--- src/rtl/pc_unit.sv ---
// Program counter and redirect logic: PC+4 sequencing, j/beq/bne targets, saturating count of taken redirects.
// Latency: a redirect sampled at an edge sets PC at that same edge. There is no delay slot.
// Backpressure: BUSYWAIT=1 freezes PC and TAKEN_COUNT and clears TAKEN. Redirect inputs are not latched during a stall.
module pc_unit #(
    parameter int PC_WIDTH     = 32,
    parameter int OFFSET_WIDTH = 8,
    parameter int CNT_WIDTH    = 16
) (
    input  logic                    CLK,
    input  logic                    RESET,
    input  logic                    BUSYWAIT,
    input  logic                    JUMP,
    input  logic                    BRANCH,
    input  logic                    BRANCH_NE,
    input  logic [OFFSET_WIDTH-1:0] OFFSET,
    input  logic                    ZERO,
    output logic [PC_WIDTH-1:0]     PC,
    output logic [PC_WIDTH-1:0]     PC_PLUS4,
    output logic                    FETCH_VALID,
    output logic                    TAKEN,
    output logic [CNT_WIDTH-1:0]    TAKEN_COUNT
);

    typedef enum logic {
        ST_START = 1'b0,
        ST_RUN   = 1'b1
    } state_t;

    state_t state;
    state_t next_state;

    logic [PC_WIDTH-1:0] offset_ext;
    logic [PC_WIDTH-1:0] target;
    logic [PC_WIDTH-1:0] next_pc;
    logic                redirect;
    logic                advance;
    logic                accept;
    logic                cnt_sat;

    // State register
    always_ff @(posedge CLK) begin
        if (RESET) begin
            state <= ST_START;
        end else begin
            state <= next_state;
        end
    end

    // START lasts exactly one non-reset edge. BUSYWAIT does not delay it.
    always_comb begin
        next_state = state;
        advance    = 1'b0;
        case (state)
            ST_START: next_state = ST_RUN;
            ST_RUN:   advance    = !BUSYWAIT;
            default:  next_state = ST_START;
        endcase
    end

    // Target arithmetic wraps modulo 2^PC_WIDTH with no overflow flag.
    always_comb begin
        offset_ext = {{(PC_WIDTH-OFFSET_WIDTH){OFFSET[OFFSET_WIDTH-1]}}, OFFSET};
        PC_PLUS4   = PC + PC_WIDTH'(4);
        target     = PC_PLUS4 + {offset_ext[PC_WIDTH-3:0], 2'b00};
    end

    // BRANCH and BRANCH_NE both set is taken for either ZERO value.
    always_comb begin
        redirect = JUMP | (BRANCH & ZERO) | (BRANCH_NE & ~ZERO);
        next_pc  = redirect ? target : PC_PLUS4;
        accept   = advance & redirect;
        cnt_sat  = (TAKEN_COUNT == {CNT_WIDTH{1'b1}});
    end

    always_ff @(posedge CLK) begin
        if (RESET) begin
            PC          <= '0;
            FETCH_VALID <= 1'b0;
            TAKEN       <= 1'b0;
            TAKEN_COUNT <= '0;
        end else begin
            FETCH_VALID <= (next_state == ST_RUN);
            TAKEN       <= accept;
            if (advance) begin
                PC <= next_pc;
            end
            if (accept && !cnt_sat) begin
                TAKEN_COUNT <= TAKEN_COUNT + CNT_WIDTH'(1);
            end
        end
    end

endmodule

--- config.mk ---
export PLATFORM = sky130hd
export DESIGN_NAME = pc_unit
export DESIGN_NICKNAME = d
export VERILOG_FILES = /design/src/rtl/pc_unit.sv
export SDC_FILE = /design/constraint.sdc
export NUM_CORES = 1
export LEC_CHECK = 0
export CAP_MARGIN = 20
export CELL_PAD_IN_SITES_DETAIL_PLACEMENT = 0
export CELL_PAD_IN_SITES_GLOBAL_PLACEMENT = 1
export CORE_AREA = 2 2 117 119
export CTS_CLUSTER_SIZE = 28
export DETAILED_ROUTE_END_ITERATION = 6
export DIE_AREA = 0 0 119 121
export PLACE_DENSITY = 0.8
export SETUP_SLACK_MARGIN = 0.02
export SLEW_MARGIN = 10
export SYNTH_ARGS = -nofsm -noshare
export SYNTH_HDL_FRONTEND = slang
export SYNTH_SLANG_ARGS = --single-unit
--- constraint.sdc ---
create_clock -name CLK -period 3.89 [get_ports CLK]
set_input_delay 0.778 -clock CLK [delete_from_list [all_inputs] [get_ports CLK]]
set_output_delay 0.778 -clock CLK [all_outputs]
set_load 0.01 [all_outputs]
==> flow_metrics.env <==
export IMPL_status="finished clean"
export IMPL_combPwrFrac_pct=38.2
export IMPL_pin_count=97
export IMPL_setup_worst_path_start_class="register"
export IMPL_dp_cells=872
export IMPL_synth_compound_area_share_pct=24.1
export IMPL_clock_latency_ns=0.30
export IMPL_cp_max_fo=5
export IMPL_ys_ff_latch=48
export IMPL_clk_pin_slew_ns=0.07
export IMPL_firstDrtPassIters=5
export IMPL_grt_pass1_wl_mm=22.7
export IMPL_place_congestion=0.859
export IMPL_final_max_slew_viol_count=0
export IMPL_grt_overflow=0
export IMPL_netlist_area_mm2=0.00435
export IMPL_muxShareOfSynthArea_pct=1.18
export IMPL_insertedDiodeCount=0
export IMPL_p_seq_share_pct=31.6
export IMPL_clockBufferDepth=2
export IMPL_crit_path_end_kind="register"
export IMPL_yosys_area_share_simple_pct=24.9
export IMPL_p_sw_w=0.000593
export IMPL_tritoncts="yes"
export IMPL_cts_root_buf="clkbuf_16"
export IMPL_cp_slowest_cell="a221o_1"
export IMPL_yosys_top_cells_area="dfxtp_1 22%, ha_1 11%, xnor2_1 8.2%, nand2_1 5.9%, a21oi_1 5.3%"
export IMPL_drtIter0Drc=259
export IMPL_synth_area_leader_cell="dfxtp_1"
export IMPL_worstPathCellList="and4_1 > and3_4 > nand2_2 > nor2_4 > nand3_1 > xnor2_2 > ha_1 > a21oi_1 > o21bai_1 > a221o_1 > a31o_1 > a31oi_4 > o21ai_2 > a41oi_2 > mux2_1 > a221oi_1"
export IMPL_synth_cells=573
export IMPL_viasPerCell=5.34
export IMPL_antenna_found_initial=0
export IMPL_antenna_left=0
export IMPL_vias=4696
export IMPL_worst_slew_pin_slew_ns=0.531
export IMPL_wl_mm=14.1
export IMPL_intPower_w=0.00114
export IMPL_p_sw_share_pct=34.3
export IMPL_synth_fa_ha_area_share_pct=11.4
export IMPL_die_area_mm2=0.0144
export IMPL_core_area_mm2=0.0131
export IMPL_cts_resized=0
export IMPL_area_growth_pct=40.4
export IMPL_post_route_period_util_pct=93.8
export IMPL_synth_ff_type="dfxtp_1"
export IMPL_synth_xor_xnor_area_share_pct=12.5
export IMPL_nets=757
export IMPL_pwr_share_clk_pct=30.2
export IMPL_critPathBufInv=0
export IMPL_dp_hpwl_mm=10.7
export IMPL_row_count=42
export IMPL_grt_max_degree=44
export IMPL_fin_crit_ns=3.65
export IMPL_fill_cells=1292
export IMPL_synth_cell_types=67
export IMPL_stdcell_count=880
export IMPL_max_freq_ghz=0.274
export IMPL_start_util_pct=33.3
export IMPL_slew_headroom_pct=64.6
export IMPL_io_buffers=92
export IMPL_synth_top_family_by_area="simple AND/OR/NAND/NOR gates"
export IMPL_p_leak_nw=2.39
export IMPL_die_w_um=119
export IMPL_skew_ns=0.00713
export IMPL_hold_viol=0
export IMPL_critPathMaxStageDelay_ns=0.38
export IMPL_ys_warn_count=0
export IMPL_arrival_ns=3.86
export IMPL_timing_hold_ws_ns=0.508
export IMPL_syn_avg_cell_area_um2=7.60
export IMPL_cts_buffers=5
export IMPL_grt_usage_pct=19.3
export IMPL_setup_tns_ns=0
export IMPL_hold_path_class="reg2reg"
export IMPL_netlist_area_leader_share_pct=22.1
export IMPL_drive_above_1_share_pct=15.2
export IMPL_ys_seq_area_share_pct=22.1
export IMPL_grt_pass1_vias=4459
export IMPL_path_class="reg2reg"
export IMPL_rrSetupSlack_ns=0.24
export IMPL_fp_dieH_um=121
export IMPL_setup_viol=0
export IMPL_power_density_mw_per_mm2=283
export IMPL_clock_sinks=48
export IMPL_synth_edff_count=0
export IMPL_post_cts_buffers=0
export IMPL_max_cap_violations=0
export IMPL_routedWlPerCell_um=16.0
export IMPL_crit_required_ns=4.10
export IMPL_htree_levels=2
export IMPL_cts_hold_buf=0
export IMPL_peakVddDrop_mv=0.166
export IMPL_async_reset_ff_share_pct=0
export IMPL_drc=0
export IMPL_path_delay_family="compound AO/OA/AOI/OAI gates"
-- final timing paths --
kind                  startpoint              to  cells past startpoint
setup reg to reg           PC[6]          PC[24]                     16
hold reg to reg   TAKEN_COUNT[8]  TAKEN_COUNT[8]                      2
setup / recovery           PC[6]          PC[24]                     16
hold / removal    TAKEN_COUNT[8]  TAKEN_COUNT[8]                      2
-- flip-flops by register name, summed over array words and instances (netlist names) --
register     count
TAKEN            1
PC              30
FETCH_VALID      1
TAKEN_COUNT     16
-- synthesized netlist by cell type (all sizes together) (2+ instances only) --
| library cell | n |
|---|---|
| a22oi | 2 |
| o31ai | 2 |
| o21bai | 5 |
| nor3b | 3 |
| ha | 38 |
| nor2 | 60 |
| a21o | 7 |
| or3 | 5 |
| and2 | 2 |
| nand2 | 69 |
| a211oi | 12 |
| and4 | 5 |
| nand4 | 17 |
| mux2i | 4 |
| buf | 7 |
| a31oi | 6 |
| a31o | 2 |
| and3 | 12 |
| nand2b | 5 |
| nor3 | 14 |
| o211ai | 4 |
| xor2 | 21 |
| a221oi | 4 |
| nor2b | 8 |
| a311oi | 9 |
| or2 | 2 |
| clkbuf | 22 |
| dfxtp | 48 |
| a21oi | 47 |
| inv | 10 |
| o22ai | 3 |
| xnor2 | 41 |
| o21ai | 37 |
| o221ai | 2 |
| a41oi | 2 |
| nand3 | 21 |
-- metrics by stage --
step	cell area (um^2)	utilization (%)	power (W)	worst slack [ns]
after CTS	6010	46.0	0.00173	0.0510
final	6110	46.7	0.00173	0.241
after global placement	5840	44.7	0.00119	0.00751
after global routing	6110	46.7	0.00182	-0.0114
after detailed placement	5840	44.7	0.00120	-0.0362
after floorplan	4380	-	0.000938	0.0217
-- per-layer routing --
metal | share of wire (%) | global-route usage [%] | vias to the layer above
met3 | 5.6 | 3.05 | 22
met4 | 2.1 | 5.88 | 0
li1 | - | - | 2333
met1 | 46 | 26.2 | 2177
met5 | 0 | 0 | -
met2 | 46 | 31.5 | 164
-- area by class of cell --
| cell class | instances | area, um^2 | share of cell area [%] |
|---|---|---|---|
| Timing Repair Buffer | 149 | 1360 | 22.3 |
| Multi-Input combinational cell | 489 | 3360 | 54.9 |
| Tap cell | 176 | 220 | 3.60 |
| Sequential cell | 48 | 967 | 15.8 |
| Clock buffer | 5 | 125 | 2.05 |
| Clock inverter | 3 | 46.3 | 0.757 |
| Inverter | 10 | 37.5 | 0.614 |
-- logic make-up (layout without fill, tap and decap cells) --
group | Yosys count | in the layout
adders and majority gates | 39 | 39
DFF | 48 | 48
and+or+nand+nor | 226 | 226
other | 1 | 4
xor gates and xnor gates | 62 | 62
buffers and inverters | 39 | 167
AOI/OAI and AO/OA | 153 | 153
muxes | 5 | 5
-- worst register-to-register path: stages (launching register included) --
cell and delay (ns):
dfxtp_2 0.37, and4_1 0.23, and3_4 0.20, nand2_2 0.09, nor2_4 0.11, nand3_1 0.13, xnor2_2 0.17, ha_1 0.33
a21oi_1 0.16, o21bai_1 0.08, a221o_1 0.38, a31o_1 0.27, a31oi_4 0.16, o21ai_2 0.12, a41oi_2 0.20, mux2_1 0.34
a221oi_1 0.23
-- power by group through the flow --
stage	combinational, W	sequential, W	clock (W)
after CTS	0.000646	0.000545	0.000536
after global placement	0.000637	0.000555	0
final	0.000660	0.000546	0.000523
after global routing	0.000720	0.000550	0.000551
after floorplan	0.000369	0.000569	0
after detailed placement	0.000642	0.000557	0
-- placed cells by master (no fill, tap or decap), types with 6 or more instances in the layout --
master / instances
a21o_1: 6
a311oi_1: 8
ha_1: 37
nor3_1: 11
clkdlybuf4s50_1: 92
nand4_1: 17
a21oi_1: 45
o21ai_1: 7
dfxtp_1: 45
nor2b_1: 7
xor2_1: 19
and3_1: 9
nor2_1: 57
buf_4: 56
a211oi_1: 10
xnor2_1: 38
nand2_1: 67
o21ai_0: 28
nand3_1: 21
inv_1: 9
Power figures use the tool's default switching activity.
